<file path="src/rtl/router_pkt_tx.sv">
// router_pkt_tx: buffers one payload, then streams header, payload and parity bytes to a router port.
// Ports: clk, rst (sync, active-low); start/dest_addr/pay_len request a packet while tx_ready=1;
//        pay_data/pay_valid/pay_ready load the payload; busy stalls the router-side stream;
//        data_out/pkt_valid carry the stream; done pulses after the parity byte; reject pulses on a bad request.
// Optional: define PKT_TX_ERR_INJ_EN to add input err_inj, which corrupts bit 0 of the parity byte.
module router_pkt_tx #(
    parameter int MAX_LEN = 63
) (
    input  logic       clk,
    input  logic       rst,
    input  logic       start,
    input  logic [1:0] dest_addr,
    input  logic [5:0] pay_len,
`ifdef PKT_TX_ERR_INJ_EN
    input  logic       err_inj,
`endif
    input  logic [7:0] pay_data,
    input  logic       pay_valid,
    output logic       pay_ready,
    input  logic       busy,
    output logic [7:0] data_out,
    output logic       pkt_valid,
    output logic       tx_ready,
    output logic       done,
    output logic       reject
);
    localparam logic [2:0] S_IDLE    = 3'd0;
    localparam logic [2:0] S_FILL    = 3'd1;
    localparam logic [2:0] S_HEADER  = 3'd2;
    localparam logic [2:0] S_PAYLOAD = 3'd3;
    localparam logic [2:0] S_PARITY  = 3'd4;
    localparam logic [2:0] S_DONE    = 3'd5;
    localparam logic [6:0] MAX_W     = 7'(MAX_LEN);

    logic [2:0] state_q, state_d;
    logic [5:0] len_q, len_d;
    logic [1:0] addr_q, addr_d;
    logic [5:0] cnt_q, cnt_d;
    logic [7:0] par_q, par_d;
    logic       rej_q, rej_d;
    logic       inj_q, inj_d;
    logic       inj_in;
    logic       bad_req;
    logic       last;
    logic [7:0] buf_q [MAX_LEN];

`ifdef PKT_TX_ERR_INJ_EN
    assign inj_in = err_inj;
`else
    assign inj_in = 1'b0;
`endif

    assign bad_req = (dest_addr == 2'd3) || (pay_len == 6'd0) || ({1'b0, pay_len} > MAX_W);
    // One counter serves as write index in FILL and read index in PAYLOAD.
    assign last    = cnt_q == len_q - 6'd1;

    always_comb begin
        state_d = state_q;
        len_d   = len_q;
        addr_d  = addr_q;
        cnt_d   = cnt_q;
        par_d   = par_q;
        rej_d   = 1'b0;
        inj_d   = inj_q;
        case (state_q)
            S_IDLE: if (start) begin
                len_d  = pay_len;
                addr_d = dest_addr;
                if (bad_req) begin
                    rej_d = 1'b1;
                end else begin
                    state_d = S_FILL;
                    cnt_d   = 6'd0;
                    par_d   = {pay_len, dest_addr};
                    inj_d   = inj_in;
                end
            end
            S_FILL: if (pay_valid) begin
                cnt_d = last ? 6'd0 : cnt_q + 6'd1;
                par_d = par_q ^ pay_data;
                if (last) state_d = S_HEADER;
            end
            S_HEADER: if (!busy) state_d = S_PAYLOAD;
            S_PAYLOAD: if (!busy) begin
                cnt_d = last ? 6'd0 : cnt_q + 6'd1;
                if (last) state_d = S_PARITY;
            end
            S_PARITY: if (!busy) state_d = S_DONE;
            default: state_d = S_IDLE;
        endcase
    end

    always_ff @(posedge clk) begin
        if (!rst) begin
            state_q <= S_IDLE;
            len_q   <= 6'd0;
            addr_q  <= 2'd0;
            cnt_q   <= 6'd0;
            par_q   <= 8'd0;
            rej_q   <= 1'b0;
            inj_q   <= 1'b0;
        end else begin
            state_q <= state_d;
            len_q   <= len_d;
            addr_q  <= addr_d;
            cnt_q   <= cnt_d;
            par_q   <= par_d;
            rej_q   <= rej_d;
            inj_q   <= inj_d;
        end
    end

    // Payload storage needs no reset: it is always rewritten before being read.
    always_ff @(posedge clk) begin
        if (state_q == S_FILL && pay_valid) buf_q[cnt_q] <= pay_data;
    end

    assign tx_ready  = state_q == S_IDLE;
    assign pay_ready = state_q == S_FILL;
    assign pkt_valid = (state_q == S_HEADER) || (state_q == S_PAYLOAD);
    assign done      = state_q == S_DONE;
    assign reject    = rej_q;
    assign data_out  = (state_q == S_HEADER)  ? {len_q, addr_q} :
                       (state_q == S_PAYLOAD) ? buf_q[cnt_q] :
                       (state_q == S_PARITY)  ? par_q ^ {7'd0, inj_q} : 8'd0;
endmodule

</file>
<file path="config.mk">
export PLATFORM = sky130hd
export DESIGN_NAME = router_pkt_tx
export DESIGN_NICKNAME = d
export VERILOG_FILES = /design/src/rtl/router_pkt_tx.sv
export SDC_FILE = /design/constraint.sdc
export NUM_CORES = 1
export LEC_CHECK = 0
export BUFFER_PORTS_ARGS = -buffer_cell sky130_fd_sc_hd__buf_4
export CAP_MARGIN = 15
export CORE_UTILIZATION = 41
export CTS_CLUSTER_SIZE = 20
export DETAILED_ROUTE_END_ITERATION = 10
export HOLD_SLACK_MARGIN = 0.02
export PLACE_DENSITY = 0.59
export REMOVE_ABC_BUFFERS = 1
export SLEW_MARGIN = 20
export SYNTH_ARGS = -nofsm -noshare
export SYNTH_HDL_FRONTEND = slang
export SYNTH_SLANG_ARGS = --single-unit
</file>
<file path="constraint.sdc">
create_clock -name clk -period 2.6 [get_ports clk]
set_input_delay 0.26 -clock clk [delete_from_list [all_inputs] [get_ports clk]]
set_output_delay 0.26 -clock clk [all_outputs]
set_load 0.01 [all_outputs]
</file>
Yosys cells after proc, flatten, opt, wreduce, memory -nomap -nowiden
Memory sizes are Yosys's and may differ from the RTL's. A register that Yosys moved wholly into a read port is not among the register bits. Index checks and enable logic that the tools add are counted.

Register bits after elaboration: 26. Bits in writable memories: 504. Memories kept: 1. Logic and storage cells: 64.

Memory list: buf_q (words 63, width 8, rd ports 1, clocked after memory_dff 1, wr ports 1, line 45) `logic [7:0] buf_q [MAX_LEN];`.

Add/sub/neg operators: 2. Mux-type cells: 27. Reduce and logical (&&, ||, !) cells: 12. Bitwise logic cells: 1. Equality and inequality tests: 15.

Operators with widths (count): two-way mux 8 bit (6); two-way mux 6 bit (7); two-way mux 3 bit (8); one-hot mux 6 bit (3 select lines) (1); one-hot mux 8 bit (2 select lines) (1); one-hot mux 3 bit (5 select lines) (1); != test 2 bit (second input constant) (7); AND reduction 8 bit (1); bitwise XOR 8 bit (1); adder 6 x 1 -> 6 bit (second input constant) (1); equality test 3 x 2 -> 1 bit (second input constant) (2); equality test 3 bit (second input constant) (2); equality test 6 bit (1); zero test 6 bit (1); subtractor 6 x 1 -> 6 bit (second input constant) (1); AND reduction 5 bit (1); AND reduction 4 bit (1); equality test 3 x 1 -> 1 bit (second input constant) (1); zero test 3 bit (1); two-way mux 1 bit (3); AND reduction 3 bit (1); nonzero test 3 bit (1); equality test 2 bit (second input constant) (1); logical OR 1 bit (2); other kinds (4) (4).

Depth between registers and ports, before layout
Gate-level depths: netlist (run 1).

Depth in word-level cells: 7. Depth in mapped cells: 10. Mapped depth without buffers: 8.

Least setup slack after synthesis (run 1)
No wires, ideal clock.

Path kind: register to register. Start point: register state_q[1]. End point: memory buf_q[54][0] (enable). Path buffers: 2. Data required time: 2230 ps. Period minus slack after synthesis: 2315 ps. Arrival time: 1944 ps. Path slack: 285 ps. Library setup time: 370 ps. Stages on the path, launching flop included: 8. Cells stage by stage: dfxtp_1 clkbuf_1 nor2_1 nand2_1 buf_2 nor3_1 nand3_1 nor2_1.

Word-level cells in the longest chain between the ends: 4.

Ends and longest elaborated chain: start, declared (line 35) `logic [2:0] state_q, state_d;`; start signal, assigned (line 103) `state_q <= state_d;`; equality test 3 x 1 -> 1 bit (line 115) `if (state_q == S_FILL && pay_valid) buf_q[cnt_q] <= pay_data;`; logical AND 1 bit (line 115); two-way mux 1 bit (line 115); two-way mux 1 bit (implied by the code) (line 115); end, declared (line 45).

No other way between the ends.

==> out/metrics.sh, run 1 <==
OUTCOME='finished, violations left'
VIOLATIONS='setup timing'
GLOBALPLACE.CONGESTION=0.847
MAXIMUM_CLOCK_SKEW_AT_FINAL_LAYOUT_NS=0.0312
NUMBER_OF_FLOPS_MAPPED_TO_ENABLE_CELLS_BY_YOSYS=504
REPORT.FINAL.SLEW_VIOL_COUNT=0
GRT.OVERFLOW.TOTAL=0
FINAL_CELL_AREA_SQ_MM=0.0262
WL_PER_CELL_UM=26.1
POST_SYNTH_AND_OR_NAND_NOR_AREA_FRACTION_PCT=5.14
DIODES=0
YOSYSWARNINGS=0
REGISTER_AREA_SQ_MM=0.0158
DETAILEDROUTE.FIRSTPASSITERATIONCOUNT=5
NUMBER_OF_GLOBAL_ROUTE_VIAS_BEFORE_REPAIR=11900
INITIAL_UTILIZATION_PCT=41.7
COMBINATIONAL_FAMILY_WITH_THE_MOST_AREA_AFTER_SYNTHESIS='multiplexers'
FINALWIRELENGTH_MM=54.6
FINAL_NETS=1393
CLK-INSERTION-DELAY-LATE_NS=0.62
FINAL_ANTENNA_NET_COUNT=0
FINALCOREUTILIZATION_PCT=50.7
CLK_PIN_SLEW_WORST_PATHS_NS=0.06
TIMING.MAX_SLEW.REL_SLACK_PCT=43.1
CELL_LEAKAGE_POWER_uW=0.00836
TRITONCTS.NUM_BUFFERS=54
CRIT_REQUIRED_NS=2.34
FINALWORSTPATHREQUIREDPERIOD_NS=3.13
GRT_PASS1_WL_MM=80.6
VIA_PER_INST=5.60
PWR_DENSITY_CELL_mW_PER_MM2=700
ARRIVAL_NS=2.87
TIMING.SETUP.CRITICAL_PATH_CLASS='reg2out'
YOSYS_MOST_USED_DFF='edfxtp_1'
PROPORTION_OF_LAYOUT_CELLS_WITH_A_DRIVE_SUFFIX_ABOVE_1_PCT=33.6
SYNTH.MOST_COMMON_CELL='edfxtp_1'
TIMING_HOLD_VIOLATIONS_FINAL=0
YS_FF_LATCH=536
NETLIST_INSTANCES=1168
CLOCK_TREE_FROM_TRITONCTS='done'
MULTI_INPUT_COMBINATIONAL_CELL_AREA_SQ_MM=0.00564
SYN_AVG_CELL_AREA_SQ_UM=18.4
STD_CELL_ROWS=83
ALL_LAYER_GLOBAL_ROUTING_USAGE_PCT=20.9
CRITPATHLAUNCHTYPE='register'
SYNTHTOPCELLSBYAREA='edfxtp_1 70%, mux4_2 13%, dfxtp_1 3.0%'
RSZ0062_AT_GRT='true'
IO_BUFFER_COUNT=33
FF2FF_SETUP_SLACK_NS=0.20
DIE_Y_UM=231
SYNTHDOMINANTAREACELLTYPE='edfxtp_1'
CLOCK_TREE.ROOT_CELL='clkbuf_16'
SYNTH_COMPOUND_GATE_AREA_SHARE_PCT=4.74
SYNTH_XOR_AREA_SHARE_PCT=0.285
SYNTH-ASYNC-RESET-RATIO_PCT=0
CLOCK_TREE.BUFFER_DEPTH=3
SYNTHADDERAREAFRAC_PCT=0.116
CRIT_SHARE_POST_ROUTE_PCT=120
SYNTH-SEQ-AREA-SHARE_PCT=73.2
IR_WORST_VDD_mV=0.487
CORE_AREA_SQ_MM=0.0516
DETAILEDPLACEMENTHPWL_MM=35.2
NUMBER_OF_ANTENNA_VIOLATIONS_AT_THE_FIRST_CHECK_IN_GLOBAL_ROUTING=1
ACHIEVABLE-FREQUENCY_MHz=320
YOSYS_TOP_CELL_AREA_SHARE_PCT=70.2
TIMING.MAX_CAP.VIOLATIONS=0
CRITICAL_PATH.MAX_FANOUT=6
GRT_MAX_DEGREE=48
FINALSETUPVIOLATIONS=8
BOUNDARYPINS=34
DETAILROUTE.VIA_COUNT=11700
CRIT_PATH_END_KIND='primary output'
FLOORPLAN.DIE.WIDTH_UM=231
POST_SYNTH_MUX_AREA_SHARE_PCT=14.4
CTS_HTREE_LEVELS=2
SETUP_WS_NS=-0.526
TIMING_WORST_SLEW_PIN_VALUE_NS=0.853
NETLIST_AREA_SQ_MM=0.0215
CTS.SINK_COUNT=536
FILLERINSTANCES=4132
TIMING.HOLD.WS_NS=0.0534
DRC_ERRORS=0
YS_TYPES=54
SYNTH_COMMONEST_CELLS='504 x edfxtp_1, 124 x mux4_2, 92 x nor2_1'
HOLD_PATH_CLASS='in2reg'
PLACEDINSTANCEAREA_SQ_MM=0.0235
FIRST_ITER_VIOLATIONS=1186
SYN_TO_FINAL_GROWTH_PCT=21.5
DIE-AREA_SQ_MM=0.0535
==> report_power, final <==
group          internal [uW]  switching (uW)  total, uW
Clock                   4610            3300       7910
Sequential              9460            39.5       9500
Combinational            399             520        919
Total                  14500            3860      18300
==> worst max-delay path: stages (launching register included) <==
cell       delay [ns]
dfxtp_4          0.42
buf_6            0.15
bufbuf_16        0.28
mux4_2           0.48
nor2b_1          0.15
a211oi_2         0.19
o32a_1           0.28
o311ai_4         0.14
buf_4            0.17
==> final cells by class <==
| cell class | count | area share [%] |
|---|---|---|
| multi-input cells | 550 | 21.6 |
| clock buffers | 68 | 5.48 |
| clock inverters | 32 | 1.37 |
| repair buffers | 215 | 7.82 |
| well taps | 680 | 3.25 |
| inverters | 13 | 0.186 |
| flip-flops and latches | 536 | 60.3 |
==> flip-flops by register name, indices dropped and copies added, names as in the netlist, named ones only <==
name     cells
state_q      3
cnt_q        6
addr_q       2
reject       1
par_q        8
len_q        6
buf_q      504
==> per-stage QoR <==
step	worst slack (ns)	TNS, ns	cells	power, uW
floorplan	-3.63	-131.70	1099	10100
detailed placement	-0.258	-1.33	1965	10500
global placement	-0.234	-1.19	1965	10500
CTS	-0.578	-4.44	2094	18400
global route	-0.611	-4.56	2094	18800
finish	-0.526	-3.94	2094	18300
==> placed cells by master (no fill, tap or decap), drive strengths merged, types with 5 or more instances in the layout <==
cell type / synthesis / layout
nor2: 92 / 92
o311ai: 9 / 9
dfxtp: 32 / 32
clkbuf: 26 / 68
nor3: 7 / 7
a221oi: 6 / 6
o32a: 6 / 6
o21ai: 30 / 30
nor2b: 20 / 20
a21oi: 43 / 43
nand3: 14 / 14
a211oi: 8 / 8
nand2b: 5 / 5
nor3b: 10 / 10
nor4: 5 / 5
bufinv: 0 / 7
or2: 10 / 10
a22oi: 22 / 22
mux2i: 22 / 22
nand2: 53 / 53
and2: 6 / 6
mux4: 124 / 124
clkinv: 0 / 17
inv: 13 / 15
edfxtp: 504 / 504
xnor2: 5 / 5
clkinvlp: 0 / 6
o21a: 5 / 5
mux2: 8 / 8
dlygate4sd3: 0 / 11
buf: 43 / 200
==> logic make-up after synthesis <==
kind of cell / Yosys count
AO/OA/AOI/OAI: 151
multiplexers: 154
flip-flops: 536
AND/OR/NAND/NOR: 236
buffers and inverters: 82
adder cells (fa/ha/maj): 2
XOR/XNOR: 7
==> timing repair <==
action                                  in CTS  in global routing
pin swaps                                   10                 20
gates resized for setup                     51                 38
buffers inserted                            11                  2
hold buffers                                11                  0
hold endpoints to repair                    22                  0
gates cloned                                 7                  0
endpoints found under the setup margin       8                 88
==> worst paths after layout <==
check                   startpoint                      to  depth (start not counted)
max                       register             data_out[2]                          8
min                    pay_data[4]  buf_q[62][4]$_DFFE_PP_                          1
max reg2reg  len_q[1]$_SDFFE_PN0P_                register                          8
min reg2reg  par_q[2]$_SDFFE_PN0P_   par_q[2]$_SDFFE_PN0P_                          2
==> routing by layer <==
layer	global-route usage (%)	up-vias	share of wire, %
li1	-	5142	-
met1	29.5	6143	44
met2	33.1	374	47
met3	4.60	68	6.7
met4	5.22	0	1.9
met5	0	-	0
No activity file was read; power rests on OpenSTA's default activity.
==> run 2: changes to the inputs <==
CELL_PAD_IN_SITES_DETAIL_PLACEMENT = 1   (was default)
CELL_PAD_IN_SITES_GLOBAL_PLACEMENT = 2   (was default)
PLACE_DENSITY = 0.71   (was 0.59)
==> run 2 against run 1 <==
Effect of this change:
- the run still ends with setup timing left
- non-clock buffer count is 17 higher
- wire length is 5.4% higher
- critical path depth grew 2
- power is 3.3% higher
- die area is the same
- utilization increased by 0.49 points
- register-to-register slack got worse by 0.07 ns
- largest cell class unchanged
==> out/metrics.sh, run 2 (synthesized netlist as in run 1, its figures left out) <==
IR_WORST_VDD_mV=0.520  # +6.9%
CORE_AREA_SQ_MM=0.0516  # unchanged
GRT_PASS1_WL_MM=84.2  # +4.5%
FINAL_CELL_AREA_SQ_MM=0.0264  # +0.97%
DIE-AREA_SQ_MM=0.0535  # unchanged
PLACEDINSTANCEAREA_SQ_MM=0.0237  # +0.74%
GLOBALPLACE.CONGESTION=0.845  # -0.28%
POWER.NET_SWITCHING_uW=3930  # +1.8%
FINAL_ANTENNA_NET_COUNT=0  # unchanged
CLOCK_TREE.BUFFER_DEPTH=3  # unchanged
CRITICAL_PATH.MAX_FANOUT=7  # +1
VIA_PER_INST=5.59  # -0.26%
TRITONCTS.NUM_BUFFERS=57  # +5.6%
CLOCK_TREE.ROOT_CELL='clkbuf_16'
TIMING.MAX_CAP.VIOLATIONS=0  # unchanged
LAYOUT_COMMONEST_CELL='edfxtp_1'
SETUP_WS_NS=-0.589  # -0.0639 ns
FINALWORSTPATHREQUIREDPERIOD_NS=3.19  # +0.0639 ns
CRIT_PATH_END_KIND='primary output'
ALL_LAYER_GLOBAL_ROUTING_USAGE_PCT=21.9  # +0.94 points
BOUNDARYPINS=34  # unchanged
PLACE.DETAILED.INSTANCES=1980  # +0.76%
INITIAL_UTILIZATION_PCT=41.7  # unchanged
TIMING_HOLD_VIOLATIONS_FINAL=0  # unchanged
SYN_TO_FINAL_GROWTH_PCT=22.6
TIMING.SETUP.CRITICAL_PATH_CLASS='reg2out'
CRITPATHLAUNCHTYPE='register'
LAYOUT_CELLS_EXCL_FILL=2117  # +1.1%
RSZ0062_AT_GRT='true'
FILLERINSTANCES=4689  # +13%
FINALWIRELENGTH_MM=57.5  # +5.4%
P_INT_uW=15000  # +3.7%
CLK-INSERTION-DELAY-LATE_NS=0.62  # about the same
P_SW_SHARE_PCT=20.8  # -0.31 points
CRIT_SHARE_POST_ROUTE_PCT=123  # +2.5 points
ARRIVAL_NS=2.93  # +0.06 ns
CELL_LEAKAGE_POWER_uW=0.00851  # +1.8%
DETAILROUTE.VIA_COUNT=11800  # +0.84%
MOST_FLOP_HEAVY_REGISTER='buf_q'
FINALCOREUTILIZATION_PCT=51.2  # +0.49 points
CLOCK_TREE_FROM_TRITONCTS='done'
POWER_FRAC_CLOCK_PCT=44.8  # +1.6 points
DRC_ERRORS=0  # unchanged
WORST_HOLD_STARTPOINT='pay_data[1]'
WL_PER_CELL_UM=27.2  # +4.2%
CLK_PIN_SLEW_WORST_PATHS_NS=0.06  # about the same
TIMING.MAX_SLEW.REL_SLACK_PCT=43.2  # +0.15 points
LARGEST_REGISTERS='buf_q x504, par_q x8'
MULTI_INPUT_COMBINATIONAL_CELL_AREA_SQ_MM=0.00562  # -0.29%
VIOLATIONS='setup timing'
TIMING_WORST_SLEW_PIN_VALUE_NS=0.850  # -0.00223 ns
CTS.SINK_COUNT=536  # unchanged
HOLD_PATH_CLASS='in2reg'
FINALSETUPVIOLATIONS=8  # unchanged
FIRST_ITER_VIOLATIONS=996  # -16%
GRT.OVERFLOW.TOTAL=0  # unchanged
STD_CELL_ROWS=83  # unchanged
NUMBER_OF_ANTENNA_VIOLATIONS_AT_THE_FIRST_CHECK_IN_GLOBAL_ROUTING=1  # unchanged
OUTCOME='finished, violations left'
PWR_DENSITY_CELL_mW_PER_MM2=717  # +2.3%
FINAL_NETS=1413  # +1.4%
CRIT_REQUIRED_NS=2.34  # about the same
DETAILEDROUTE.FIRSTPASSITERATIONCOUNT=5  # unchanged
NUMBER_OF_GLOBAL_ROUTE_VIAS_BEFORE_REPAIR=12500  # +4.6%
MAXIMUM_CLOCK_SKEW_AT_FINAL_LAYOUT_NS=0.0266  # -0.00456 ns
FLOORPLAN.DIE.WIDTH_UM=231  # unchanged
DETAILEDPLACEMENTHPWL_MM=36.6  # +3.9%
REPORT.FINAL.SLEW_VIOL_COUNT=0  # unchanged
PROPORTION_OF_LAYOUT_CELLS_WITH_A_DRIVE_SUFFIX_ABOVE_1_PCT=34.6  # +0.99 points
REGISTER_AREA_SQ_MM=0.0158  # unchanged
IO_BUFFER_COUNT=33  # unchanged
PWR-SHARE-COMB_PCT=5.0  # about the same
DIODES=0  # unchanged
POWER.SEQUENTIAL.FRACTION_PCT=50.2  # -1.6 points
LARGEST_REGISTER_FFS=504  # unchanged
LAYOUT_COMMON_CELLS='504 x edfxtp_1, 183 x buf_4, 124 x mux4_2'
ACHIEVABLE-FREQUENCY_MHz=314  # -2.0%
CTS_HTREE_LEVELS=2  # unchanged
DIE_Y_UM=231  # unchanged
GRT_MAX_DEGREE=66  # +38%
CRITICAL_PATH.REG2REG.STARTPOINT='state_q[1]$_SDFFE_PN0P_'
run 2: repair_timing:
item                                    CTS  global route
buffers inserted                         13             8
hold buffers                             11             0
resized for setup                        59            24
pin swaps                                16             7
endpoints found under the hold margin    22             0
endpoints found under the setup margin    8           201
cloned                                    3             0
run 2: final cells by class:
| class | count | share of cell area (%) |
|---|---|---|
| Multi-Input combinational cell | 550 | 21.3 |
| Clock buffer | 68 | 5.72 |
| Sequential cell | 536 | 59.8 |
| Tap cell | 680 | 3.22 |
| Timing Repair Buffer | 232 | 8.13 |
| Clock inverter | 38 | 1.71 |
| Inverter | 13 | 0.185 |
run 2: per-layer routing:
layer	global-route usage (%)	share of wire, %	up-vias	wire length [um]
met4	6.62	2.2	2	1250
met5	0	0.023	-	13
met1	30.6	44	6286	25300
li1	-	-	5169	-
met2	35.5	49	290	28300
met3	3.11	4.5	78	2590
run 2: power by group through the flow:
stage | Combinational (uW) | Sequential [uW] | Clock (uW)
2_1_floorplan | 377 | 9740 | 0
3_3_place_gp | 814 | 9690 | 0
3_5_place_dp | 836 | 9690 | 0
4_1_cts | 934 | 9500 | 8650
5_1_grt | 1010 | 9500 | 8950
6_report | 947 | 9500 | 8490
run 2: path summary, 6_finish.rpt:
path | to | slack (ns) | cells after the start
max | data_out[1] | -0.59 | 10
min | buf_q[12][1]$_DFFE_PP_ | 0.07 | 1
max reg2reg | buf_q[44][6]$_DFFE_PP_ | 0.13 | 7
min reg2reg | par_q[3]$_SDFFE_PN0P_ | 0.51 | 2
run 2: worst max-delay path: stages, from the launching register on:
cell and delay (ns):
dfxtp_4 0.38, buf_12 0.15, buf_12 0.13, buf_12 0.11, mux4_2 0.55, a221oi_2 0.32
buf_4 0.19, o32ai_4 0.11, o21ai_1 0.11, nand3_1 0.11, buf_4 0.16
run 2: metrics by stage:
step / setup TNS [ns] / hold WS (ns) / setup WS (ns) / total power [uW]
2_1_floorplan: -131.70 / 0.359 / -3.63 / 10100
3_3_place_gp: -1.45 / 0.480 / -0.260 / 10500
3_5_place_dp: -1.58 / 0.505 / -0.293 / 10500
4_1_cts: -4.41 / 0.0482 / -0.591 / 19100
5_1_grt: -4.64 / 0.0684 / -0.637 / 19500
6_report: -4.18 / 0.0683 / -0.589 / 18900
